## src/rtl/matrix_alu_seq_pkg.sv

```systemverilog
// Shared definitions for the sequential matrix ALU.
//   opcode_e : operation encodings (000 and 111 are illegal)
//   state_e  : controller states IDLE -> LOAD -> RUN -> DONE
//   idx()    : bit offset of element (r,c) in a flat N_MAX*N_MAX*W bus
package matrix_alu_seq_pkg;

  typedef enum logic [2:0] {
    OP_ADD = 3'b001,
    OP_SUB = 3'b010,
    OP_MUL = 3'b011,
    OP_OPP = 3'b100,
    OP_TRN = 3'b101,
    OP_SCL = 3'b110
  } opcode_e;

  typedef enum logic [1:0] {
    S_IDLE,
    S_LOAD,
    S_RUN,
    S_DONE
  } state_e;

  function automatic int unsigned idx(input int unsigned r, input int unsigned c,
                                      input int unsigned n_max, input int unsigned w);
    return (r * n_max + c) * w;
  endfunction

endpackage

```

## src/rtl/matrix_alu_seq_mac_unit.sv

```systemverilog
// mac_unit: signed multiply-accumulate with clear/preload, plus range check
// of the running sum back to W bits.
//   clock, reset : rising-edge clock, synchronous active-high reset
//   en           : update the accumulator with this cycle's sum
//   clear        : start a new sum from addend instead of the accumulator
//   addend       : preload value used when clear=1 (e.g. the A operand of add/sub)
//   a, b         : signed factors
//   result       : this cycle's sum reduced to W bits (wrap, or clamp if SATURATE_EN)
//   ovf          : this cycle's sum lies outside the signed W-bit range
// Build option: SATURATE_EN clamps out-of-range sums instead of wrapping.
module mac_unit #(
  parameter int W     = 8,
  parameter int ACC_W = 19
) (
  input  logic                    clock,
  input  logic                    reset,
  input  logic                    en,
  input  logic                    clear,
  input  logic signed [ACC_W-1:0] addend,
  input  logic signed [W-1:0]     a,
  input  logic signed [W-1:0]     b,
  output logic signed [W-1:0]     result,
  output logic                    ovf
);

  localparam int MAX_I = (1 << (W - 1)) - 1;
  localparam logic signed [ACC_W-1:0] MAX_V = ACC_W'(MAX_I);
  localparam logic signed [ACC_W-1:0] MIN_V = ACC_W'(-MAX_I - 1);

  logic signed [2*W-1:0]   prod;
  logic signed [ACC_W-1:0] prod_ext;
  logic signed [ACC_W-1:0] acc;
  logic signed [ACC_W-1:0] acc_next;

  always_comb begin
    prod     = (2*W)'(a) * (2*W)'(b);
    prod_ext = ACC_W'(prod);
    acc_next = (clear ? addend : acc) + prod_ext;
    ovf      = (acc_next > MAX_V) || (acc_next < MIN_V);
`ifdef SATURATE_EN
    if (acc_next > MAX_V)
      result = MAX_V[W-1:0];
    else if (acc_next < MIN_V)
      result = MIN_V[W-1:0];
    else
      result = acc_next[W-1:0];
`else
    result = acc_next[W-1:0];
`endif
  end

  always_ff @(posedge clock) begin
    if (reset)
      acc <= '0;
    else if (en)
      acc <= acc_next;
  end

endmodule

```

## src/rtl/matrix_alu_seq.sv

```systemverilog
// matrix_alu_seq: sequential matrix ALU (add, sub, mul, opposite, transpose,
// scalar multiply) on signed n x n matrices, n = 1..N_MAX, through one MAC.
//   clock, reset          : rising-edge clock, synchronous active-high reset
//   start                 : request, accepted only when idle and not on the done cycle
//   opcode, matrix_size   : operation and n, latched on accept
//   scalar                : signed factor for the scalar-multiply operation
//   A_flat, B_flat        : operands, element (r,c) at [(r*N_MAX+c)*W +: W]
//   C_flat                : result, same layout; cells outside n x n are 0
//   busy, done            : in progress / one-cycle completion pulse
//   overflow_flag, error  : some element left the W-bit range / illegal request
// Build option: SATURATE_EN clamps out-of-range elements instead of wrapping.
module matrix_alu_seq
  import matrix_alu_seq_pkg::*;
#(
  parameter int W     = 8,
  parameter int N_MAX = 5
) (
  input  logic                     clock,
  input  logic                     reset,
  input  logic                     start,
  input  logic [2:0]               opcode,
  input  logic [2:0]               matrix_size,
  input  logic [W-1:0]             scalar,
  input  logic [N_MAX*N_MAX*W-1:0] A_flat,
  input  logic [N_MAX*N_MAX*W-1:0] B_flat,
  output logic [N_MAX*N_MAX*W-1:0] C_flat,
  output logic                     busy,
  output logic                     done,
  output logic                     overflow_flag,
  output logic                     error
);

  localparam int ACC_W = 2 * W + $clog2(N_MAX);
  localparam int FW    = N_MAX * N_MAX * W;
  localparam logic [2:0] NMAX3 = 3'(N_MAX);
  localparam logic signed [W-1:0] ONE = W'(1);

  state_e state, state_next;

  logic [2:0]        op_q, n_q, n_m1, r, c, k;
  logic signed [W-1:0] scl_q;
  logic [FW-1:0]     a_q, b_q, c_q;
  logic              ovf_q, err_q;
  logic              accept, is_mul, op_legal, req_legal, k_last, write, finish;
  logic signed [W-1:0] a_rc, a_cr, a_rk, b_rc, b_kc;
  logic signed [ACC_W-1:0] addend;
  logic signed [W-1:0] mac_a, mac_b, mac_result;
  logic              mac_ovf, mac_clear, mac_en;

  // done is registered and lags the DONE state by a cycle, so blocking
  // acceptance while done is high keeps a start on the done cycle from
  // being taken.
  assign accept    = (state == S_IDLE) && start && !done;
  assign n_m1      = n_q - 3'd1;
  assign is_mul    = (op_q == OP_MUL);
  assign k_last    = !is_mul || (k == n_m1);
  assign write     = (state == S_RUN) && k_last;
  assign finish    = write && (r == n_m1) && (c == n_m1);
  assign req_legal = op_legal && (n_q != 3'd0) && (n_q <= NMAX3);
  assign mac_en    = (state == S_RUN);
  assign mac_clear = !is_mul || (k == 3'd0);

  always_comb begin
    a_rc = a_q[idx(32'(r), 32'(c), N_MAX, W) +: W];
    a_cr = a_q[idx(32'(c), 32'(r), N_MAX, W) +: W];
    a_rk = a_q[idx(32'(r), 32'(k), N_MAX, W) +: W];
    b_rc = b_q[idx(32'(r), 32'(c), N_MAX, W) +: W];
    b_kc = b_q[idx(32'(k), 32'(c), N_MAX, W) +: W];
  end

  // Every operation is mapped onto addend + a*b so one datapath serves all.
  always_comb begin
    addend   = '0;
    mac_a    = '0;
    mac_b    = '0;
    op_legal = 1'b1;
    case (op_q)
      OP_ADD:  begin addend = ACC_W'(a_rc); mac_a = b_rc;  mac_b = ONE; end
      OP_SUB:  begin addend = ACC_W'(a_rc); mac_a = b_rc;  mac_b = '1;  end
      OP_MUL:  begin mac_a = a_rk;  mac_b = b_kc; end
      OP_OPP:  begin mac_a = a_rc;  mac_b = '1;   end
      OP_TRN:  begin mac_a = a_cr;  mac_b = ONE;  end
      OP_SCL:  begin mac_a = scl_q; mac_b = a_rc; end
      default: op_legal = 1'b0;
    endcase
  end

  mac_unit #(.W(W), .ACC_W(ACC_W)) u_mac (
    .clock  (clock),
    .reset  (reset),
    .en     (mac_en),
    .clear  (mac_clear),
    .addend (addend),
    .a      (mac_a),
    .b      (mac_b),
    .result (mac_result),
    .ovf    (mac_ovf)
  );

  always_ff @(posedge clock) begin
    if (reset)
      state <= S_IDLE;
    else
      state <= state_next;
  end

  always_comb begin
    state_next = state;
    case (state)
      S_IDLE:  if (accept) state_next = S_LOAD;
      S_LOAD:  state_next = req_legal ? S_RUN : S_DONE;
      S_RUN:   if (finish) state_next = S_DONE;
      S_DONE:  state_next = S_IDLE;
      default: state_next = S_IDLE;
    endcase
  end

  always_ff @(posedge clock) begin
    if (reset) begin
      op_q  <= '0;
      n_q   <= '0;
      scl_q <= '0;
      a_q   <= '0;
      b_q   <= '0;
      c_q   <= '0;
      ovf_q <= 1'b0;
      err_q <= 1'b0;
      r     <= '0;
      c     <= '0;
      k     <= '0;
      busy  <= 1'b0;
      done  <= 1'b0;
    end else begin
      busy <= (state == S_LOAD) || (state == S_RUN);
      done <= (state == S_DONE);
      if (accept) begin
        op_q  <= opcode;
        n_q   <= matrix_size;
        scl_q <= scalar;
        a_q   <= A_flat;
        b_q   <= B_flat;
        c_q   <= '0;
        ovf_q <= 1'b0;
        err_q <= 1'b0;
        r     <= '0;
        c     <= '0;
        k     <= '0;
      end
      if (state == S_LOAD && !req_legal)
        err_q <= 1'b1;
      if (write) begin
        c_q[idx(32'(r), 32'(c), N_MAX, W) +: W] <= mac_result;
        if (mac_ovf)
          ovf_q <= 1'b1;
      end
      if (state == S_RUN) begin
        if (!k_last) begin
          k <= k + 3'd1;
        end else begin
          k <= '0;
          if (c == n_m1) begin
            c <= '0;
            r <= r + 3'd1;
          end else begin
            c <= c + 3'd1;
          end
        end
      end
    end
  end

  assign C_flat        = c_q;
  assign overflow_flag = ovf_q;
  assign error         = err_q;

endmodule

```

## config.mk

```make
export PLATFORM = sky130hd
export DESIGN_NAME = matrix_alu_seq
export DESIGN_NICKNAME = d
export VERILOG_FILES = /design/src/rtl/matrix_alu_seq_pkg.sv /design/src/rtl/matrix_alu_seq_mac_unit.sv /design/src/rtl/matrix_alu_seq.sv
export SDC_FILE = /design/constraint.sdc
export NUM_CORES = 2
export LEC_CHECK = 0
export BUFFER_PORTS_ARGS = -buffer_cell sky130_fd_sc_hd__clkbuf_2
export CORE_ASPECT_RATIO = 0.5
export CORE_UTILIZATION = 40
export CTS_CLUSTER_SIZE = 30
export DETAILED_ROUTE_END_ITERATION = 8
export PLACE_DENSITY_LB_ADDON = 0.15
export REMOVE_ABC_BUFFERS = 1
export SYNTH_ARGS = -nofsm -noshare
export SYNTH_HDL_FRONTEND = slang
export SYNTH_HIERARCHICAL = 1
export SYNTH_SLANG_ARGS = --single-unit
```

## constraint.sdc

```tcl
create_clock -name clock -period 21 [get_ports clock]
set_input_delay 0 -clock clock [delete_from_list [all_inputs] [get_ports clock]]
set_output_delay 0 -clock clock [all_outputs]
set_load 0.02 [all_outputs]
```

==> results_dict.tcl <==
set metrics [dict create \
    status "completed" \
    dpl_cell_area_sq_um 39100 \
    yosys.area.top_type_share 0.369 \
    ys_types 90 \
    drive_gt1_frac 0.201 \
    combPwrFrac 0.329 \
    setup_viol 0 \
    rrSetupSlack_ns 9.56 \
    grt_overflow 0 \
    whs_endpoint "b_q[116]$_SDFFE_PP0P_" \
    place_congestion 0.930 \
    die_w_um 421 \
    vdd_ir_drop_max_mv 0.0864 \
    grt_pass1_vias 34005 \
    clock_path_buffers 3 \
    end_kind "flop" \
    die-height_um 212 \
    syn_inst 4103 \
    synth_area_sq_um 35200 \
    cts_resized 0 \
    pwr-share-clk 0.301 \
    wl_mm 134 \
    cts_tree "built" \
    finalCritPeriodShare 0.545 \
    yosys_warnings 6 \
    cp_num_buf_inv 2 \
    finalHoldViolations 0 \
    ys_seq_elements 648 \
    fillers 8082 \
    rows 76 \
    ys.flop_type "dfxtp_1" \
    r2r_cells 27 \
    core-area_sq_um 86500 \
    cp_top_family "simple AND/OR/NAND/NOR gates" \
    async_flop_share 0 \
    drcViolationCount 0 \
    io-pin-count 621 \
    clk_latency_ns 0.66 \
    place_inst 5647 \
    cts_root_buf "clkbuf_16" \
    p_seq_frac 0.370 \
    grt_pass1_wl_mm 201 \
    firstDrtPassIters 5 \
    slew_headroom 0.107 \
    postRouteAntennaNets 0 \
    vias 34442 \
    synth_edf_count 0 \
    critical-path-max-stage-delay_ns 0.94 \
    start_kind "flop" \
    tightest_slew_ns 1.33 \
    p_sw_mw 1.45 \
    final_cell_count_no_fill 6190 \
    post_drt_wl_per_cell_um 21.7 \
    yosysTopAreaCell "dfxtp_1" \
    cts_buffers 60 \
    rsz0062_at_grt "no" \
    h-tree-depth 2 \
    min-delay-start "B_flat[116]" \
    r2r_start "r[0]$_SDFF_PP0_" \
    routed_via_density 5.56 \
    critPathSlowestCell "nand2_2" \
    yosysSeqAreaShare 0.369 \
    worstPathMaxFanout 23 \
    final_nets 5557 \
    port_buffers 620 \
    postCtsSetupRepairBufs 0 \
    area_delta_synth_final_pct 29.5 \
    track_usage 0.291 \
    leakagePower_nw 18.7 \
    grt_max_degree 215 \
    fin_skew_ns 0.0392 \
    path_common_cell "fa_1" \
    final_area_sq_um 45600 \
    syn_avg_cell_area_sq_um 8.57 \
    hold_depth 4 \
    maxCapViolCount 0 \
    start_util 0.407 \
    worstPathArrival_ns 11.95 \
    cts.sinks 648 \
    drt_iter0_markers 3047 \
    post-dp-hpwl_mm 92.8 \
    max_freq_ghz 0.0874 \
    die_area_sq_um 89200 \
    regToRegEndpoint "overflow_flag$_SDFF_PP0_" \
    holdCritPathClass "in -> reg" \
    critPathKind "reg -> reg" \
    required_ns 21.52 \
    antenna_found_initial 3 \
    clk_pin_slew_ns 0.07 \
    switching_share 0.361 \
    fin_crit_ns 11.44 \
    synth_area_leaders "dfxtp_1, nand2_1, mux4_2, a21oi_1, mux2i_1" \
    internal_power_mw 2.56 \
    power_density_nw_per_um2 88.1 \
    slew_violations 0 \
]
[sequential cells by signal (all words and copies together) (netlist names), 2 cells and up]
signal / cells
state: 2
u_mac/acc: 19
C_flat: 200
n_q: 3
c: 3
k: 3
scl_q: 8
op_q: 3
b_q: 200
a_q: 200
r: 3
[cell usage in the layout, fill, tap and decap left out, types with 7 or more instances in the layout]
cell / synthesis / final
a211oi_1: 9 / 9
a21o_1: 9 / 8
a21oi_1: 474 / 472
a22oi_1: 12 / 12
a31oi_1: 8 / 8
a32oi_1: 24 / 24
and2_1: 45 / 45
and3_1: 9 / 9
buf_4: 11 / 50
bufinv_16: 0 / 10
clkbuf_1: 223 / 8
clkbuf_16: 0 / 60
clkbuf_2: 0 / 619
clkbuf_8: 0 / 9
clkinv_2: 0 / 9
dfxtp_1: 648 / 648
dlygate4sd3_1: 0 / 431
fa_1: 88 / 87
ha_1: 82 / 79
inv_1: 114 / 114
mux2_2: 23 / 23
mux2i_1: 182 / 181
mux4_2: 160 / 160
nand2_1: 1173 / 1172
nand2b_1: 9 / 9
nand3_1: 201 / 201
nand3b_1: 7 / 7
nand4_1: 41 / 41
nor2_1: 88 / 86
nor2b_1: 13 / 13
nor3_1: 26 / 26
nor4_1: 20 / 20
o211ai_1: 16 / 16
o21ai_0: 150 / 148
o21ai_1: 10 / 11
or4_1: 10 / 10
xnor2_1: 17 / 14
xor2_1: 18 / 16
[logic make-up after synthesis]
family / share of synthesized area
xor gates and xnor gates: 0.0125
DFF: 0.369
AOI/OAI and AO/OA: 0.125
adders and majority gates: 0.0792
muxes: 0.162
buffers and inverters: 0.0468
and+or+nand+nor: 0.206
[power groups by stage]
stage | Clock, mW | Combinational [mW] | Sequential (mW)
6_report | 1.21 | 1.32 | 1.49
5_1_grt | 1.28 | 1.44 | 1.51
4_1_cts | 1.23 | 1.31 | 1.48
3_5_place_dp | 0 | 1.24 | 1.51
3_3_place_gp | 0 | 1.22 | 1.50
2_1_floorplan | 0 | 0.983 | 1.48
[worst max-delay path by stage]
stage | from | to | slack (ns) | cells past startpoint
floorplan | state[0]$_SDFFE_PP0P_ | C_flat[104]$_SDFF_PP0_ | -15.63 | 7
finish | r[0]$_SDFF_PP0_ | overflow_flag$_SDFF_PP0_ | 9.56 | 27
global placement | r[0]$_SDFF_PP0_ | overflow_flag$_SDFF_PP0_ | 9.86 | 27
detailed placement | r[0]$_SDFF_PP0_ | overflow_flag$_SDFF_PP0_ | 9.77 | 27
CTS | r[0]$_SDFF_PP0_ | overflow_flag$_SDFF_PP0_ | 9.79 | 27
global route | r[0]$_SDFF_PP0_ | overflow_flag$_SDFF_PP0_ | 9.04 | 29
[metrics by stage]
step / utilization / hold slack [ns] / TNS, ns / power [mW] / setup slack, ns
after global placement: 0.452 / 0.226 / 0 / 2.73 / 9.86
after global routing: 0.527 / 0.0938 / 0 / 4.23 / 9.04
after CTS: 0.527 / 0.0851 / 0 / 4.02 / 9.79
final: 0.527 / 0.113 / 0 / 4.02 / 9.56
after detailed placement: 0.452 / 0.229 / 0 / 2.75 / 9.77
after floorplan: - / 0.0691 / -2971.65 / 2.46 / -15.63
[synth_stat cells (11+ instances only)]
cell and instances:
nor2b_1 13, o211ai_1 16, mux2_2 23, ha_1 82
buf_4 11, a21oi_1 474, nor3_1 26, clkbuf_1 223
mux2i_1 182, nor4_1 20, dfxtp_1 648, xor2_1 18
inv_1 114, xnor2_1 17, nand3_1 201, buf_1 23
and2_1 45, fa_1 88, mux4_2 160, nand4_1 41
nor2_1 88, buf_2 39, a32oi_1 24, a22oi_1 12
nand2_1 1173, o21ai_0 150
[repair_timing]
action	CTS	global route
hold buffers	431	0
endpoints found under the hold margin	416	0
setup endpoints to repair	0	0
[per-layer routing]
metal | vias up | track usage | part of all wire
met4 | 2 | 0.136 | 0.048
met2 | 1343 | 0.487 | 0.48
met3 | 314 | 0.0414 | 0.065
li1 | 15970 | - | -
met1 | 16813 | 0.373 | 0.41
met5 | - | 0 | 0.000097
[worst min-delay path, cell delays in order]
cell and delay [ns]:
dlygate4sd3_1 0.53, clkbuf_2 0.10, nand2_1 0.05, a21oi_1 0.05
[area by class of cell]
cell class / count / area (sq um) / share of cell area
Multi-Input combinational cell: 3042 / 20800 / 0.455
Sequential cell: 648 / 13000 / 0.285
Timing Repair Buffer: 1102 / 7820 / 0.172
Clock buffer: 77 / 1660 / 0.0363
Tap cell: 1170 / 1460 / 0.0321
Clock inverter: 33 / 469 / 0.0103
Inverter: 116 / 435 / 0.00955
Antenna cell: 2 / 5.00 / 0.000110
Power figures use the tool's default switching activity.
